**src/rtl/bus_initiator_pkg.sv**
```systemverilog
// Shared types and bus geometry for the bus initiator.
// Imported by the interface, the timer and the top.
package bus_initiator_pkg;

  localparam int BUS_ADDR_W = 32;
  localparam int BUS_DATA_W = 32;
  localparam int BUS_BE_W   = 4;

  localparam logic [BUS_ADDR_W-1:0] INSTRUCTION_START = 32'hBFC00000;

  typedef enum logic [1:0] {
    IDLE,
    ISSUE,
    WAIT_DATA
  } state_e;

  function automatic logic [BUS_ADDR_W-1:0] word_align(
    input logic [BUS_ADDR_W-1:0] a
  );
    return {a[BUS_ADDR_W-1:2], 2'b00};
  endfunction

endpackage

```
**src/rtl/bus_initiator_if.sv**
```systemverilog
// CPU request/response handshake plus Avalon-style bus signals.
// master = initiator view, slave = CPU and bus slave view.
interface bus_initiator_if;
  import bus_initiator_pkg::*;

  logic                  req_valid;
  logic                  req_ready;
  logic                  req_write;
  logic [BUS_ADDR_W-1:0] req_addr;
  logic [BUS_BE_W-1:0]   req_byteenable;
  logic [BUS_DATA_W-1:0] req_wdata;

  logic                  resp_valid;
  logic [BUS_DATA_W-1:0] resp_rdata;
  logic                  resp_error;

  logic [BUS_ADDR_W-1:0] address;
  logic [BUS_BE_W-1:0]   byteenable;
  logic [BUS_DATA_W-1:0] writedata;
  logic                  write;
  logic                  read;
  logic                  waitrequest;
  logic [BUS_DATA_W-1:0] readdata;

  modport master (
    input  req_valid, req_write, req_addr,
    input  req_byteenable, req_wdata,
    output req_ready,
    output resp_valid, resp_rdata, resp_error,
    output address, byteenable, writedata,
    output write, read,
    input  waitrequest, readdata
  );

  modport slave (
    output req_valid, req_write, req_addr,
    output req_byteenable, req_wdata,
    input  req_ready,
    input  resp_valid, resp_rdata, resp_error,
    input  address, byteenable, writedata,
    input  write, read,
    output waitrequest, readdata
  );

endinterface

```
**src/rtl/bus_wait_timer.sv**
```systemverilog
// Loadable down-counter with clear; tc flags the last count.
// Load wins over clear, clear wins over decrement.
module bus_wait_timer #(
  parameter int W = 8
) (
  input  logic         clk,
  input  logic         reset_n,
  input  logic         clr,
  input  logic         load,
  input  logic [W-1:0] load_val,
  input  logic         dec,
  output logic         tc
);

  logic [W-1:0] cnt_q, cnt_d;

  always_comb begin
    cnt_d = cnt_q;
    if (load) begin
      cnt_d = load_val;
    end else if (clr) begin
      cnt_d = '0;
    end else if (dec && cnt_q != '0) begin
      cnt_d = cnt_q - W'(1);
    end
  end

  always_ff @(posedge clk or negedge reset_n) begin
    if (!reset_n) begin
      cnt_q <= '0;
    end else begin
      cnt_q <= cnt_d;
    end
  end

  assign tc = (cnt_q == W'(1));

endmodule

```
**src/rtl/bus_initiator.sv**
```systemverilog
// Single-outstanding Avalon-style bus master for the MEM stage.
// One response per request; error on timeout or empty byteenable.
module bus_initiator
  import bus_initiator_pkg::*;
#(
  parameter int READ_LATENCY   = 1,
  parameter int TIMEOUT_CYCLES = 256
) (
  input logic             clk,
  input logic             reset_n,
  bus_initiator_if.master bif
);

  localparam int TMO_W = 16;
  localparam int LAT_W = 3;

  state_e                state_q, state_d;
  logic [BUS_ADDR_W-1:0] addr_q, addr_d;
  logic [BUS_BE_W-1:0]   be_q, be_d;
  logic [BUS_DATA_W-1:0] wdata_q, wdata_d;
  logic                  wr_q, wr_d;
  logic                  rv_q, rv_d;
  logic                  rerr_q, rerr_d;
  logic [BUS_DATA_W-1:0] rdata_q, rdata_d;

  logic tmo_load, tmo_dec, tmo_tc;
  logic lat_load, lat_dec, lat_tc;
  logic tmr_clr;

  assign tmr_clr = (state_q == IDLE);

  bus_wait_timer #(.W(TMO_W)) u_tmo (
    .clk      (clk),
    .reset_n  (reset_n),
    .clr      (tmr_clr),
    .load     (tmo_load),
    .load_val (TMO_W'(TIMEOUT_CYCLES)),
    .dec      (tmo_dec),
    .tc       (tmo_tc)
  );

  bus_wait_timer #(.W(LAT_W)) u_lat (
    .clk      (clk),
    .reset_n  (reset_n),
    .clr      (tmr_clr),
    .load     (lat_load),
    .load_val (LAT_W'(READ_LATENCY)),
    .dec      (lat_dec),
    .tc       (lat_tc)
  );

  always_comb begin
    state_d  = state_q;
    addr_d   = addr_q;
    be_d     = be_q;
    wdata_d  = wdata_q;
    wr_d     = wr_q;
    rv_d     = 1'b0;
    rerr_d   = 1'b0;
    rdata_d  = '0;
    tmo_load = 1'b0;
    tmo_dec  = 1'b0;
    lat_load = 1'b0;
    lat_dec  = 1'b0;
    unique case (state_q)
      IDLE: begin
        if (bif.req_valid) begin
          if (bif.req_byteenable == '0) begin
            rv_d   = 1'b1;
            rerr_d = 1'b1;
          end else begin
            addr_d   = word_align(bif.req_addr);
            be_d     = bif.req_byteenable;
            wdata_d  = bif.req_wdata;
            wr_d     = bif.req_write;
            tmo_load = 1'b1;
            state_d  = ISSUE;
          end
        end
      end
      ISSUE: begin
        unique case (1'b1)
          !bif.waitrequest && wr_q: begin
            rv_d    = 1'b1;
            state_d = IDLE;
          end
          !bif.waitrequest && !wr_q: begin
            lat_load = 1'b1;
            state_d  = WAIT_DATA;
          end
          bif.waitrequest && tmo_tc: begin
            rv_d    = 1'b1;
            rerr_d  = 1'b1;
            state_d = IDLE;
          end
          default: tmo_dec = 1'b1;
        endcase
      end
      WAIT_DATA: begin
        // tc marks the cycle whose closing edge carries readdata
        if (lat_tc) begin
          rv_d    = 1'b1;
          rdata_d = bif.readdata;
          state_d = IDLE;
        end else begin
          lat_dec = 1'b1;
        end
      end
      default: state_d = IDLE;
    endcase
  end

  always_ff @(posedge clk or negedge reset_n) begin
    if (!reset_n) begin
      state_q <= IDLE;
      addr_q  <= '0;
      be_q    <= '0;
      wdata_q <= '0;
      wr_q    <= 1'b0;
      rv_q    <= 1'b0;
      rerr_q  <= 1'b0;
      rdata_q <= '0;
    end else begin
      state_q <= state_d;
      addr_q  <= addr_d;
      be_q    <= be_d;
      wdata_q <= wdata_d;
      wr_q    <= wr_d;
      rv_q    <= rv_d;
      rerr_q  <= rerr_d;
      rdata_q <= rdata_d;
    end
  end

  // Strobes decode straight from state so reset drops them at once
  assign bif.req_ready  = reset_n && (state_q == IDLE);
  assign bif.read       = (state_q == ISSUE) && !wr_q;
  assign bif.write      = (state_q == ISSUE) && wr_q;
  assign bif.address    = addr_q;
  assign bif.byteenable = be_q;
  assign bif.writedata  = wdata_q;
  assign bif.resp_valid = rv_q;
  assign bif.resp_error = rerr_q;
  assign bif.resp_rdata = rdata_q;

endmodule

```
**src/flat_wrapper.sv**
```systemverilog
// flat-port wrapper written by rule: the top's interface ports become plain ports
module bus_initiator_flat import bus_initiator_pkg::*;
#(
  parameter int READ_LATENCY   = 1,
  parameter int TIMEOUT_CYCLES = 256
)
  (clk, reset_n, bif_req_valid, bif_req_write, bif_req_addr, bif_req_byteenable, bif_req_wdata, bif_req_ready, bif_resp_valid, bif_resp_rdata, bif_resp_error, bif_address, bif_byteenable, bif_writedata, bif_write, bif_read, bif_waitrequest, bif_readdata);
  bus_initiator_if bif_i ();
  input logic clk;
  input logic reset_n;
  input wire logic [$bits(bif_i.req_valid)-1:0] bif_req_valid;
  input wire logic [$bits(bif_i.req_write)-1:0] bif_req_write;
  input wire logic [$bits(bif_i.req_addr)-1:0] bif_req_addr;
  input wire logic [$bits(bif_i.req_byteenable)-1:0] bif_req_byteenable;
  input wire logic [$bits(bif_i.req_wdata)-1:0] bif_req_wdata;
  output wire logic [$bits(bif_i.req_ready)-1:0] bif_req_ready;
  output wire logic [$bits(bif_i.resp_valid)-1:0] bif_resp_valid;
  output wire logic [$bits(bif_i.resp_rdata)-1:0] bif_resp_rdata;
  output wire logic [$bits(bif_i.resp_error)-1:0] bif_resp_error;
  output wire logic [$bits(bif_i.address)-1:0] bif_address;
  output wire logic [$bits(bif_i.byteenable)-1:0] bif_byteenable;
  output wire logic [$bits(bif_i.writedata)-1:0] bif_writedata;
  output wire logic [$bits(bif_i.write)-1:0] bif_write;
  output wire logic [$bits(bif_i.read)-1:0] bif_read;
  input wire logic [$bits(bif_i.waitrequest)-1:0] bif_waitrequest;
  input wire logic [$bits(bif_i.readdata)-1:0] bif_readdata;
  assign bif_i.req_valid = bif_req_valid;
  assign bif_i.req_write = bif_req_write;
  assign bif_i.req_addr = bif_req_addr;
  assign bif_i.req_byteenable = bif_req_byteenable;
  assign bif_i.req_wdata = bif_req_wdata;
  assign bif_req_ready = bif_i.req_ready;
  assign bif_resp_valid = bif_i.resp_valid;
  assign bif_resp_rdata = bif_i.resp_rdata;
  assign bif_resp_error = bif_i.resp_error;
  assign bif_address = bif_i.address;
  assign bif_byteenable = bif_i.byteenable;
  assign bif_writedata = bif_i.writedata;
  assign bif_write = bif_i.write;
  assign bif_read = bif_i.read;
  assign bif_i.waitrequest = bif_waitrequest;
  assign bif_i.readdata = bif_readdata;
  bus_initiator #(.READ_LATENCY(READ_LATENCY), .TIMEOUT_CYCLES(TIMEOUT_CYCLES)) u_core (.clk(clk), .reset_n(reset_n), .bif(bif_i));
endmodule
```
**config.mk**
```make
export PLATFORM = sky130hd
export DESIGN_NAME = bus_initiator_flat
export DESIGN_NICKNAME = d
export VERILOG_FILES = /design/src/rtl/bus_initiator_pkg.sv /design/src/rtl/bus_initiator_if.sv /design/src/rtl/bus_wait_timer.sv /design/src/rtl/bus_initiator.sv /design/src/flat_wrapper.sv
export SDC_FILE = /design/constraint.sdc
export NUM_CORES = 1
export LEC_CHECK = 0
export CORE_UTILIZATION = 44
export DETAILED_ROUTE_END_ITERATION = 8
export PLACE_DENSITY = 0.81
export SYNTH_ARGS = -nofsm -noshare
export SYNTH_HDL_FRONTEND = slang
export SYNTH_HIERARCHICAL = 1
export SYNTH_SLANG_ARGS = --single-unit
```
**constraint.sdc**
```tcl
create_clock -name clk -period 2.8 [get_ports clk]
set_clock_uncertainty 0.1 [all_clocks]
set_input_delay 0.56 -clock clk [delete_from_list [all_inputs] [get_ports clk]]
set_output_delay 0.56 -clock clk [all_outputs]
set_load 0.02 [all_outputs]
```
# After elaboration in Yosys (flattened, before gate mapping)
# Cells that the tools add are included.
[classes] addsub=2 n_eq_ne=8 mux=29 n_bitwise=1 reduce_logical=20
[op_table] operator="$mux 32" count=2
[op_table] operator="$mux 16" count=3
[op_table] operator="$eq 16x1->1 const B" count=1
[op_table] operator="$reduce_bool 16->1" count=1
[op_table] operator="$sub 16x1->16 const B" count=1
[op_table] operator="$mux 1" count=14
[op_table] operator="$mux 3" count=3
[op_table] operator="$reduce_bool 3->1" count=3
[op_table] operator="$logic_and 1x1->1" count=8
[op_table] operator="$mux 2" count=3
[op_table] operator="$pmux 2 s3" count=1
[op_table] operator="$logic_not 4->1" count=1
[op_table] operator="$ne 2x2->1 const B" count=2
[op_table] operator="$pmux 2 s2" count=1
[op_table] operator="$reduce_and 4->1" count=1
[op_table] operator="$eq 3x1->1 const B" count=1
[op_table] operator="$ne 3x2->1 const B" count=1
[op_table] operator="$pmux 1 s3" count=1
[op_table] operator="$reduce_and 3->1" count=1
[op_table] operator="$reduce_or 3->1" count=1
[op_table] operator="$sub 3x1->3 const B" count=1
[op_table] operator="$eq 2x1->1 const B" count=1
[op_table] operator="$eq 2x2->1 const B" count=1
[op_table] operator="$logic_not 1->1" count=2
[op_table] operator="5 further kinds" count=5
[totals] register_bits=122 input_bits=105 out_inout_bits=105 wordCells=70

# Logic depth before layout (Yosys ltp)
# Gate-level depths: netlist of the first run.
[logic_depth] ltp_word=9 mapped_depth=11 mapped_depth_nobuf=9

# Cells and area by module
# The synthesis of the first run kept the hierarchy.
[modules_own_cells] module="bus_initiator" n_inst=1 cells_each=239 area_per_inst_um2=3819.9 seq_area_each_um2=2577.5
[modules_own_cells] module="bus_wait_timer at u_core.u_tmo" n_inst=1 cells_each=138 area_per_inst_um2=1173.6 seq_area_each_um2=400.4
[modules_own_cells] module="bus_wait_timer at u_core.u_lat" n_inst=1 cells_each=23 area_per_inst_um2=244.0 seq_area_each_um2=75.1

# Worst setup path before layout of the first run
# OpenSTA, ideal clock, no wires.
[synth_timing] kind="input port to flip-flop" startpoint="in bif_req_byteenable[1]" endpoint="reg u_core.u_tmo.cnt_q[10]" setup_time_ps=70 t_arrival_ps=2335 required_time_ps=2630 path_slack_ps=295 path_stages=10 path_buffers=4 path_cell_list="nor4_2 -> nand3b_4 -> buf_8 -> buf_12 -> inv_1 -> clkbuf_1 -> nor2_1 -> clkbuf_1 -> o311ai_0 -> nand3_1"
[synth_between] elab_chain_len=5 elab_cells_between_ends=6 classes_between="mux (4); reduce/logical (2)"
[synth_rtl] item="start: declaration" line_no="flat_wrapper.sv:14" source="input wire logic [$bits(bif_i.req_byteenable)-1:0] bif_req_byteenable;"
[synth_rtl] item="$logic_not 4->1 *" line_no="bus_initiator.sv:68" source="if (bif.req_byteenable == '0) begin"
[synth_rtl] item="$mux 1 *" line_no="bus_initiator.sv:68"
[synth_rtl] item="$mux 1 *" line_no="bus_initiator.sv:67" source="if (bif.req_valid) begin"
[synth_rtl] item="$mux 1 *" line_no="bus_initiator.sv:65" source="unique case (state_q)"
[synth_rtl] item="net u_core.tmo_load" line_no="bus_initiator.sv:26" source="logic tmo_load, tmo_dec, tmo_tc;"
[synth_rtl] item="$reduce_bool 3->1 (no line) or $mux 16 (tied branches)"
[synth_rtl] item="end signal: assignment" line_no="bus_wait_timer.sv:32" source="cnt_q <= cnt_d;"
[synth_rtl] item="end: declaration" line_no="bus_wait_timer.sv:15" source="logic [W-1:0] cnt_q, cnt_d;"
# Mark *: on every way through the listed nets, which the timed path passes. The rest lies on a longest branch.
# A chain may end at the register's enable or synchronous reset.

# Worst setup path after layout of the first run
[layout_timing] startpoint="reg u_core.state_q[0]" endpoint="out bif_req_ready"
[layout_between] elab_chain_len=2
[layout_rtl] item="start: declaration" line_no="bus_initiator.sv:17" source="state_e state_q, state_d;"
[layout_rtl] item="start signal: assignment" line_no="bus_initiator.sv:124" source="state_q <= state_d;"
[layout_rtl] item="$logic_not 2->1" line_no="bus_initiator.sv:136" source="assign bif.req_ready = reset_n && (state_q == IDLE);"
[layout_rtl] item="$logic_and 1x1->1" line_no="bus_initiator.sv:136"
[layout_rtl] item="end: declaration" line_no="flat_wrapper.sv:16" source="output wire logic [$bits(bif_i.req_ready)-1:0] bif_req_ready;"
# Every way passes these cells.

==> results of run 1 <==
[state kept, by name, summed over array words and instances, names as in the netlist]
| name | flops |
|---|---|
| u_core/state_q | 2 |
| u_core/u_lat/cnt_q | 3 |
| u_core/bif.writedata | 32 |
| u_core/bif.byteenable | 4 |
| u_core/u_tmo/cnt_q | 16 |
| u_core/wr_q | 1 |
| u_core/bif.address | 30 |
| u_core/bif.resp_error | 1 |
| u_core/bif.resp_rdata | 32 |
| u_core/bif.resp_valid | 1 |
[path summary, 6_finish.rpt]
check	from	end	slack, ps	cells after the start
worst max-delay path	u_core/state_q[0]	bif_req_ready	180	3
worst min-delay path	reset_n	u_core/bif.writedata[23]	150	2
worst max register to register	u_core/u_tmo/cnt_q[14]	u_core/u_tmo/cnt_q[7]	300	8
worst min register to register	u_core/bif.address[20]	u_core/bif.address[20]	400	1
max in group asynchronous	reset_n	u_core/state_q[0]	1080	3
min in group clk	u_core/bif.address[20]	u_core/bif.address[20]	400	1
[cell families after synthesis]
logic type	count (synthesis)	share of synthesized area
fa+ha+maj	5	0.0119
flops	122	0.583
xor+xnor	2	0.00335
other cells	2	0.00143
simple gates	130	0.146
compound gates	39	0.0647
buf+inv	30	0.0334
mux	70	0.156
[metrics by stage]
step | hold WS [ps] | cell area, µm² | power, mW | worst slack (ps)
floorplan | 164 | 5310 | 5.14 | 295
global placement | 385 | 7510 | 6.71 | -41.2
detailed placement | 391 | 7510 | 6.85 | -84.2
CTS | 173 | 8070 | 9.02 | 163
global route | 204 | 8070 | 9.40 | 114
finish | 147 | 8070 | 8.98 | 178
[cell type report]
cell class | count | area [µm²]
inverters | 6 | 22.5
flip-flops and latches | 122 | 3050
clock buffers | 20 | 437
multi-input cells | 268 | 2090
clock inverters | 10 | 128
well taps | 143 | 179
fillers | 822 | 3450
repair buffers | 217 | 2160
[power groups by stage]
| stage | clock network (mW) | registers, mW | logic, mW |
|---|---|---|---|
| 6_report | 2.12 | 2.85 | 4.01 |
| 4_1_cts | 2.16 | 2.85 | 4.01 |
| 5_1_grt | 2.23 | 2.94 | 4.23 |
| 2_1_floorplan | 0 | 3.42 | 1.72 |
| 3_3_place_gp | 0 | 2.82 | 3.89 |
| 3_5_place_dp | 0 | 2.86 | 3.99 |
[cells in the mapped netlist, drive strengths merged (4+ instances only)]
| master | count |
|---|---|
| or4 | 4 |
| nand2 | 18 |
| dfrtp | 122 |
| mux2 | 68 |
| inv | 6 |
| nand4 | 4 |
| a21oi | 5 |
| a32oi | 5 |
| nor3 | 6 |
| clkbuf | 13 |
| nor4 | 8 |
| and2 | 34 |
| nand3 | 14 |
| o21ai | 5 |
| nor2 | 20 |
| ha | 5 |
| buf | 11 |
[per-layer routing]
metal / global-route usage / vias up / share of wire / routed length [µm]
met5: 0 / - / 0 / 0
met4: 0.113 / 0 / 0.022 / 303
met3: 0.0705 / 29 / 0.082 / 1120
met2: 0.397 / 203 / 0.51 / 7020
met1: 0.264 / 1974 / 0.38 / 5230
li1: - / 1852 / - / -
==> summary.txt, run 1 <==
CTS
  • TritonCTS Buffers: 17
  • Post-CTS setup buffers: 0
  • Clk root buf: clkbuf_16
  • Post-CTS resize count: 0
  • TritonCTS clock tree: yes
  • # H-tree levels: 4
  • Clock Pin Slew Worst Setup and Hold Paths: 50 ps
  • Worst-skew pair later-pin latency: 410 ps
  • Maximum clock path buffer count: 2
  • CTS sink cnt: 122
  • Hold buffer count at CTS: 0

Power and ir drop
  • Internal power: 5.84 mW
  • Comb pwr share: 0.446
  • Switching power total: 3.14 mW
  • Lkg Pwr: 3.54 nW
  • Switching share of power: 0.350
  • P per Cell Area: 1110 nW/µm²
  • Clk pwr share: 0.236
  • Seq pwr share: 0.318
  • Peak supply drop: 529 µV

Critical path
  • CP Data Arrival Time: 1960 ps
  • Crit path buf inv count: 1
  • CP Max Fanout: 10
  • Setup CP Type: flop to output port
  • Worst path cell trace: nor2_4 > and2_1 > clkdlybuf4s50_1
  • CP Launch Type: flop
  • Worst path max stage delay: 610 ps
  • Delay-heaviest family, CP: buffers and inverters
  • CP max stage cell: clkdlybuf4s50_1
  • Crit end category: output port
  • CP required: 2140 ps

STA
  • # setup viols final: 0
  • Fmax achieved: 381 MHz
  • Slew Limit Headroom: 0.371
  • Max-slew violation count: 0
  • RSZ-0062 raised after global routing: false
  • Final period util: 0.937
  • Worst Tran Pin Value: 943 ps
  • Final setup TNS: 0 ps
  • Final hold viol count: 0
  • Period minus WS final: 2620 ps

Outcome
  • Status: complete, but fails checks
  • Failing checks: design-rule violations

Global routing
  • Initial antenna violation count: 0
  • Number of global-route vias before repair: 4,193
  • First-pass GRT wire length: 21,900 µm
  • Largest net degree at the start of global routing: 76
  • Tot GR Track Use: 0.232
  • Grt total ovfl: 0

Logic synthesis
  • Main area contributors after synthesis: dfrtp_1, mux2_2, and2_1, mux2_4, nor2_1
  • Cell taking the most area after synthesis: dfrtp_1
  • Main flop type after synthesis: dfrtp_1
  • Syn_area_per_cell: 13.1 µm²
  • Synth warn: 6
  • Seq cells post-synth: 122
  • Netlist cell types: 60
  • Post-synth top area share: 0.583
  • Synth async-reset ratio: 1.00
  • Post-synth EDFFs: 0
  • Post-synthesis sequential area ratio: 0.583
  • Post-synthesis cell area: 5240 µm²
  • Post-Synthesis Cells: 400

Placed design
  • Post-DP HPWL: 9630 µm
  • Routability cong.: 0.866
  • Port buffer count: 205
  • DP Cell Count: 756

Final layout
  • Most common cell after layout, fill and taps aside: clkdlybuf4s50_1
  • Non-filler cells, final: 786
  • Area grow syn2layout: 54.1%
  • Core Util, Final: 0.701
  • Most frequent cells in the layout: clkdlybuf4s50_1, dfrtp_1, mux2_2
  • Ant diodes: 0
  • Nets: 742
  • Share of layout cells above drive strength 1: 0.194

Floorplan
  • Initial Util: 0.455
  • Die X: 111 µm
  • Core Region: 11,500 µm²
  • # rows: 39
  • Die Ht: 111 µm
  • DIE AREA: 12,300 µm²
  • # IOs: 210

Detailed routing
  • Antenna viol nets, final: 0
  • Routed WL per cell: 17.4 µm
  • Drc violations: 40
  • TritonRoute pass-1 iters: 7
  • Initial DRC Count: 293
  • Via count: 4,058
  • Via-to-Cell Ratio: 5.16
  • Final wirelength: 13,700 µm

Job
  • Max-cap violations: 0

Hold path
  • Hold Path Class: input port to asynchronous set/reset pin
No activity file was read; power rests on OpenSTA's default activity.
==> inputs of run 2 (changes only) <==
--- a/config.mk
+++ b/config.mk
@@ -5,6 +5,7 @@
 export SDC_FILE = /design/constraint.sdc
 export NUM_CORES = 1
 export LEC_CHECK = 0
+export CORE_MARGIN = 10
 export CORE_UTILIZATION = 44
 export DETAILED_ROUTE_END_ITERATION = 8
 export PLACE_DENSITY = 0.81
==> run 2 against run 1 <==
- cell area is 0.90% higher
- highest routed layer unchanged
- via count grew 0.27%
- the flow now finishes without violations
- largest cell class unchanged
- sequential share of layout area down 0.34 points
- die area rose by 35%
- maximum frequency up 3.0%
- register-to-register slack better by 100 ps
==> summary.txt, run 2 (synthesis gave the netlist of run 1 again) <==
Outcome
  • Status: complete, no violations (was complete, but fails checks)

Power and ir drop
  • Lkg Pwr: 3.59 nW (was 3.54 nW)
  • Peak supply drop: 447 µV (was 529 µV)
  • P per Cell Area: 1120 nW/µm² (was 1110 nW/µm²)
  • Total power: 9.10 mW (was 8.98 mW)

Critical path
  • CP Launch Type: flop (unchanged)
  • CP required: 2140 ps (about the same)
  • Worst path max stage delay: 600 ps (was 610 ps)
  • CP Max Fanout: 5 (was 10)
  • CP max stage cell: clkdlybuf4s50_1 (unchanged)
  • Setup CP Type: flop to output port (unchanged)
  • Crit end category: output port (unchanged)
  • CP Data Arrival Time: 1890 ps (was 1960 ps)
  • R2r worst-path depth: 8 (unchanged)
  • Worst path cell trace: nor2b_1 > and2_1 > clkdlybuf4s50_1 (was nor2_4 > and2_1 > clkdlybuf4s50_1)

STA
  • Fmax achieved: 393 MHz (was 381 MHz)
  • # setup viols final: 0 (unchanged)
  • Max-slew violation count: 0 (unchanged)
  • Period minus WS final: 2550 ps (was 2620 ps)
  • Worst Tran Pin Value: 946 ps (was 943 ps)
  • RSZ-0062 raised after global routing: false (unchanged)
  • Final setup TNS: 0 ps (unchanged)
  • Final period util: 0.909 (was 0.937)
  • Slew Limit Headroom: 0.369 (was 0.371)
  • Final hold viol count: 0 (unchanged)
  • Worst hold margin: 151 ps (was 147 ps)

Detailed routing
  • DR top layer: met4 (unchanged)
  • Via-to-Cell Ratio: 5.11 (was 5.16)
  • Met1 WL: 5880 µm (was 5230 µm)
  • Routed WL per cell: 19.7 µm (was 17.4 µm)
  • Initial DRC Count: 243 (was 293)
  • Via count: 4,069 (was 4,058)
  • Drc violations: 0 (was 40)
  • Met3 wire len: 1640 µm (was 1120 µm)
  • TritonRoute pass-1 iters: 4 (was 7)
  • Final wirelength: 15,600 µm (was 13,700 µm)
  • Met2 wire length: 7890 µm (was 7020 µm)
  • Antenna viol nets, final: 0 (unchanged)

Global routing
  • Initial antenna violation count: 0 (unchanged)
  • Number of global-route vias before repair: 4,396 (was 4,193)
  • Grt total ovfl: 0 (unchanged)
  • First-pass GRT wire length: 24,100 µm (was 21,900 µm)
  • Tot GR Track Use: 0.188 (was 0.232)
  • Largest net degree at the start of global routing: 76 (unchanged)

Placed design
  • Port buffer count: 205 (unchanged)
  • Routability cong.: 0.886 (was 0.866)
  • Post-DP HPWL: 11,600 µm (was 9630 µm)

Job
  • Max-cap violations: 0 (unchanged)

CTS
  • CTS sink cnt: 122 (unchanged)
  • TritonCTS Buffers: 17 (unchanged)
  • Clock Pin Slew Worst Setup and Hold Paths: 60 ps (was 50 ps)
  • Post-CTS resize count: 0 (unchanged)
  • Worst-skew pair later-pin latency: 410 ps (about the same)
  • TritonCTS clock tree: yes (unchanged)
  • Clk root buf: clkbuf_16 (unchanged)
  • Maximum clock path buffer count: 2 (unchanged)
  • Hold buffer count at CTS: 0 (unchanged)
  • # H-tree levels: 4 (unchanged)
  • Post-CTS setup buffers: 0 (unchanged)

Hold path
  • Hold Path Class: input port to asynchronous set/reset pin (unchanged)

Final layout
  • Most common cell after layout, fill and taps aside: clkdlybuf4s50_1 (unchanged)
  • Area grow syn2layout: 55.5% (was 54.1%)
  • Most frequent cells in the layout: clkdlybuf4s50_1, dfrtp_1, mux2_2 (unchanged)
  • Nets: 750 (was 742)
  • Share of layout cells above drive strength 1: 0.211 (was 0.194)
  • Ant diodes: 0 (unchanged)

Floorplan
  • Die Ht: 129 µm (was 111 µm)
  • # rows: 39 (unchanged)
  • DIE AREA: 16,700 µm² (was 12,300 µm²)
  • # IOs: 210 (unchanged)
  • Initial Util: 0.455 (unchanged)
  • Die X: 129 µm (was 111 µm)
  • Core Region: 11,500 µm² (unchanged)
[run 2: cell types whose count changed in the layout (fill, tap and decap cells not counted), sizes merged]
| cell | previous run | this run |
|---|---|---|
| bufinv | 3 | 2 |
| clkinvlp | 1 | 2 |
| buf | 13 | 21 |
| clkinv | 6 | 8 |
[run 2: path summary, 6_finish.rpt]
path | start | end | slack (ps)
worst min-delay path | reset_n | u_core/u_lat/cnt_q[1] | 150
min in group clk | u_core/bif.byteenable[1] | u_core/bif.byteenable[1] | 400
max in group asynchronous | reset_n | u_core/bif.address[13] | 1070
worst max register to register | u_core/u_tmo/cnt_q[14] | u_core/u_tmo/cnt_q[7] | 400
worst max-delay path | u_core/state_q[0] | bif_write | 250
worst min register to register | u_core/bif.byteenable[1] | u_core/bif.byteenable[1] | 400
[run 2: layer usage]
metal / vias to the layer above / global-route usage
met5: - / 0
met4: 0 / 0.0662
met3: 15 / 0.0881
met2: 182 / 0.332
met1: 1990 / 0.192
li1: 1882 / -
[run 2: power breakdown]
group | leakage, nW | switching [mW] | total [mW] | internal (mW)
Combinational | 1.76 | 2.02 | 4.11 | 2.09
Sequential | 1.54 | 0.446 | 2.85 | 2.41
Clock | 0.291 | 0.769 | 2.14 | 1.37
Total | 3.59 | 3.23 | 9.10 | 5.86
[run 2: layout make-up]
cell class              instances  area [µm²]
well taps                     143         179
flip-flops and latches        122        3050
inverters                       6        22.5
fillers                       827        3370
clock buffers                  20         467
clock inverters                12         123
multi-input cells             268        2090
repair buffers                225        2210
[run 2: through the flow]
step	util	instances	setup WS [ps]	cell area (µm²)
6_report	0.707	796	254	8140
5_1_grt	0.707	796	143	8140
4_1_cts	0.707	796	216	8140
3_5_place_dp	0.656	764	20.9	7550
3_3_place_gp	0.656	764	47.9	7550
2_1_floorplan	-	420	295	5310
[run 2: critical path: cells and delay by family (launching register included)]
family / cells / cell delay (ps)
simple gates: 2 / 420
flops: 1 / 460
buf+inv: 1 / 600
==> inputs of run 3 (changes only) <==
--- a/config.mk
+++ b/config.mk
@@ -5,8 +5,10 @@
 export SDC_FILE = /design/constraint.sdc
 export NUM_CORES = 1
 export LEC_CHECK = 0
+export CAP_MARGIN = 20
 export CORE_MARGIN = 10
 export CORE_UTILIZATION = 44
+export CTS_CLUSTER_SIZE = 28
 export DETAILED_ROUTE_END_ITERATION = 8
 export PLACE_DENSITY = 0.81
 export SYNTH_ARGS = -nofsm -noshare
==> constraint.sdc (replaced) <==
create_clock -name clk -period 2.9 [get_ports clk]
set_clock_uncertainty 0.1 [all_clocks]
set_input_delay 0.58 -clock clk [delete_from_list [all_inputs] [get_ports clk]]
set_output_delay 0.58 -clock clk [all_outputs]
set_load 0.02 [all_outputs]
==> run 3 against run 2 <==
- global-route usage shrank 0.32 points
- cell area shrank 0.58%
- clock power decreased by 2%
- highest routed layer unchanged
- combinational power shrank 5.1%
- routed wire length fell by 0.19%
- sequential power fell by 4%
==> summary.txt, run 3 (synthesis gave the netlist of run 1 again) <==
Job
  • Max-cap violations: 0 (unchanged)

Detailed routing
  • DR top layer: met4 (unchanged)
  • Met1 WL: 6180 µm (was 5880 µm)
  • Via-to-Cell Ratio: 5.08 (was 5.11)
  • Antenna viol nets, final: 0 (unchanged)
  • TritonRoute pass-1 iters: 4 (unchanged)
  • Via count: 4,007 (was 4,069)
  • Met2 wire length: 7760 µm (was 7890 µm)
  • Drc violations: 0 (unchanged)
  • Final wirelength: 15,600 µm (about the same)
  • Met3 wire len: 1350 µm (was 1640 µm)
  • Routed WL per cell: 19.8 µm (was 19.7 µm)
  • Initial DRC Count: 247 (was 243)

STA
  • Worst Tran Pin Value: 843 ps (was 946 ps)
  • Final period util: 0.888
  • Period minus WS final: 2570 ps
  • Final hold viol count: 0 (unchanged)
  • # setup viols final: 0 (unchanged)
  • RSZ-0062 raised after global routing: false (unchanged)
  • Max-slew violation count: 0 (unchanged)
  • Slew Limit Headroom: 0.438 (was 0.369)
  • Fmax achieved: 388 MHz

Floorplan
  • Core Region: 11,500 µm² (unchanged)
  • Die X: 129 µm (unchanged)
  • Initial Util: 0.455 (unchanged)
  • Die Ht: 129 µm (unchanged)
  • # rows: 39 (unchanged)
  • # IOs: 210 (unchanged)
  • DIE AREA: 16,700 µm² (unchanged)

Global routing
  • First-pass GRT wire length: 23,900 µm (was 24,100 µm)
  • Largest net degree at the start of global routing: 69 (was 76)
  • Number of global-route vias before repair: 4,279 (was 4,396)
  • Initial antenna violation count: 0 (unchanged)
  • Tot GR Track Use: 0.185 (was 0.188)
  • Grt total ovfl: 0 (unchanged)

Critical path
  • Worst path cell trace: nor2b_1 > and2_1 > clkdlybuf4s50_1 (unchanged)
  • Worst path max stage delay: 600 ps (about the same)
  • CP Data Arrival Time: 1890 ps (about the same)
  • CP Launch Type: flop (unchanged)
  • Delay-heaviest family, CP: buffers and inverters (unchanged)
  • CP Max Fanout: 5 (unchanged)
  • CP required: 2220 ps (was 2140 ps)
  • Setup CP Type: flop to output port (unchanged)
  • Crit path buf inv count: 1 (unchanged)
  • Crit end category: output port (unchanged)
  • CP max stage cell: clkdlybuf4s50_1 (unchanged)

Final layout
  • Non-filler cells, final: 789 (was 796)
  • Most common cell after layout, fill and taps aside: clkdlybuf4s50_1 (unchanged)
  • Share of layout cells above drive strength 1: 0.200 (was 0.211)
  • Filler cells: 828 (was 827)
  • Multi-input logic area: 2090 µm² (unchanged)
  • Fin area: 8100 µm² (was 8140 µm²)
  • Nets: 743 (was 750)
  • Seq. cell area: 3050 µm² (unchanged)
  • Ant diodes: 0 (unchanged)
  • Most frequent cells in the layout: clkdlybuf4s50_1, dfrtp_1, mux2_2 (unchanged)
  • Area grow syn2layout: 54.6% (was 55.5%)

Power and ir drop
  • Seq pwr share: 0.314 (was 0.313)
  • Lkg Pwr: 3.55 nW (was 3.59 nW)
  • Internal power: 5.66 mW (was 5.86 mW)
  • Clk pwr share: 0.240 (was 0.235)
  • Peak supply drop: 371 µV (was 447 µV)
  • Switching share of power: 0.354 (was 0.355)
  • Switching power total: 3.10 mW (was 3.23 mW)
  • Comb pwr share: 0.445 (was 0.451)
  • P per Cell Area: 1080 nW/µm² (was 1120 nW/µm²)

CTS
  • TritonCTS Buffers: 17 (unchanged)
  • # H-tree levels: 4 (unchanged)
  • Maximum clock path buffer count: 2 (unchanged)
  • TritonCTS clock tree: yes (unchanged)
  • Worst-skew pair later-pin latency: 410 ps (about the same)
  • Clock Pin Slew Worst Setup and Hold Paths: 60 ps (about the same)
  • Clk root buf: clkbuf_16 (unchanged)
  • Post-CTS setup buffers: 0 (unchanged)
  • Post-CTS resize count: 0 (unchanged)
  • CTS sink cnt: 122 (unchanged)
  • Hold buffer count at CTS: 0 (unchanged)

Placed design
  • Port buffer count: 205 (unchanged)
  • DP Cell Count: 757 (was 764)
  • Post-DP HPWL: 11,800 µm (was 11,600 µm)
  • Dpl cell area: 7500 µm² (was 7550 µm²)
  • Routability cong.: 0.878 (was 0.886)

Hold path
  • Hold Path Class: input port to asynchronous set/reset pin (unchanged)

Outcome
  • Status: complete, no violations (unchanged)
run 3: worst paths after layout:
kind	slack, ps	cells past startpoint	startpoint	endpoint
setup / recovery	330	3	u_core/state_q[0]	bif_write
hold / removal	260	2	reset_n	u_core/u_tmo/cnt_q[0]
hold reg to reg	400	1	u_core/bif.address[22]	u_core/bif.address[22]
setup reg to reg	360	8	u_core/u_tmo/cnt_q[14]	u_core/u_tmo/cnt_q[7]
max in group asynchronous	1170	3	reset_n	u_core/u_tmo/cnt_q[8]
min in group clk	400	1	u_core/bif.address[22]	u_core/bif.address[22]
run 3: cell type report:
class | instances | share of cell area
multi-input cells | 268 | 0.258
clock buffers | 20 | 0.0552
repair buffers | 218 | 0.267
well taps | 143 | 0.0221
inverters | 6 | 0.00278
clock inverters | 12 | 0.0182
flip-flops and latches | 122 | 0.377
run 3: layer usage:
layer  global-route usage  vias up
li1                     -     1869
met1                0.203     1945
met2                0.322      170
met3               0.0648       23
met4               0.0722        0
met5                    0        -
run 3: worst register-to-register path: stages, from the launching register on:
cell and delay (ps):
dfrtp_1 450, nor4_1 560, nand2_1 190, nor2_1 260, nor2_1 140, buf_4 190
and3_1 230, a32oi_1 220, o21ai_1 80
run 3: power by group through the flow:
| stage | combinational [mW] | sequential, mW | clock (mW) |
|---|---|---|---|
| 2_1_floorplan | 1.66 | 3.30 | 0 |
| 3_3_place_gp | 3.81 | 2.72 | 0 |
| 3_5_place_dp | 3.92 | 2.77 | 0 |
| 4_1_cts | 3.94 | 2.75 | 2.15 |
| 5_1_grt | 4.17 | 2.83 | 2.23 |
| 6_report | 3.90 | 2.75 | 2.10 |
run 3: per-stage QoR:
stage                     TNS [ps]  worst slack (ps)   util  power [mW]  hold WS, ps
final                            0               325  0.703        8.76          256
after global placement           0               122  0.651        6.53          386
after CTS                        0               310  0.703        8.84          306
after floorplan                  0               375      -        4.96          184
after global routing             0               107  0.703        9.23          324
after detailed placement     -6.65             -6.65  0.651        6.69          392
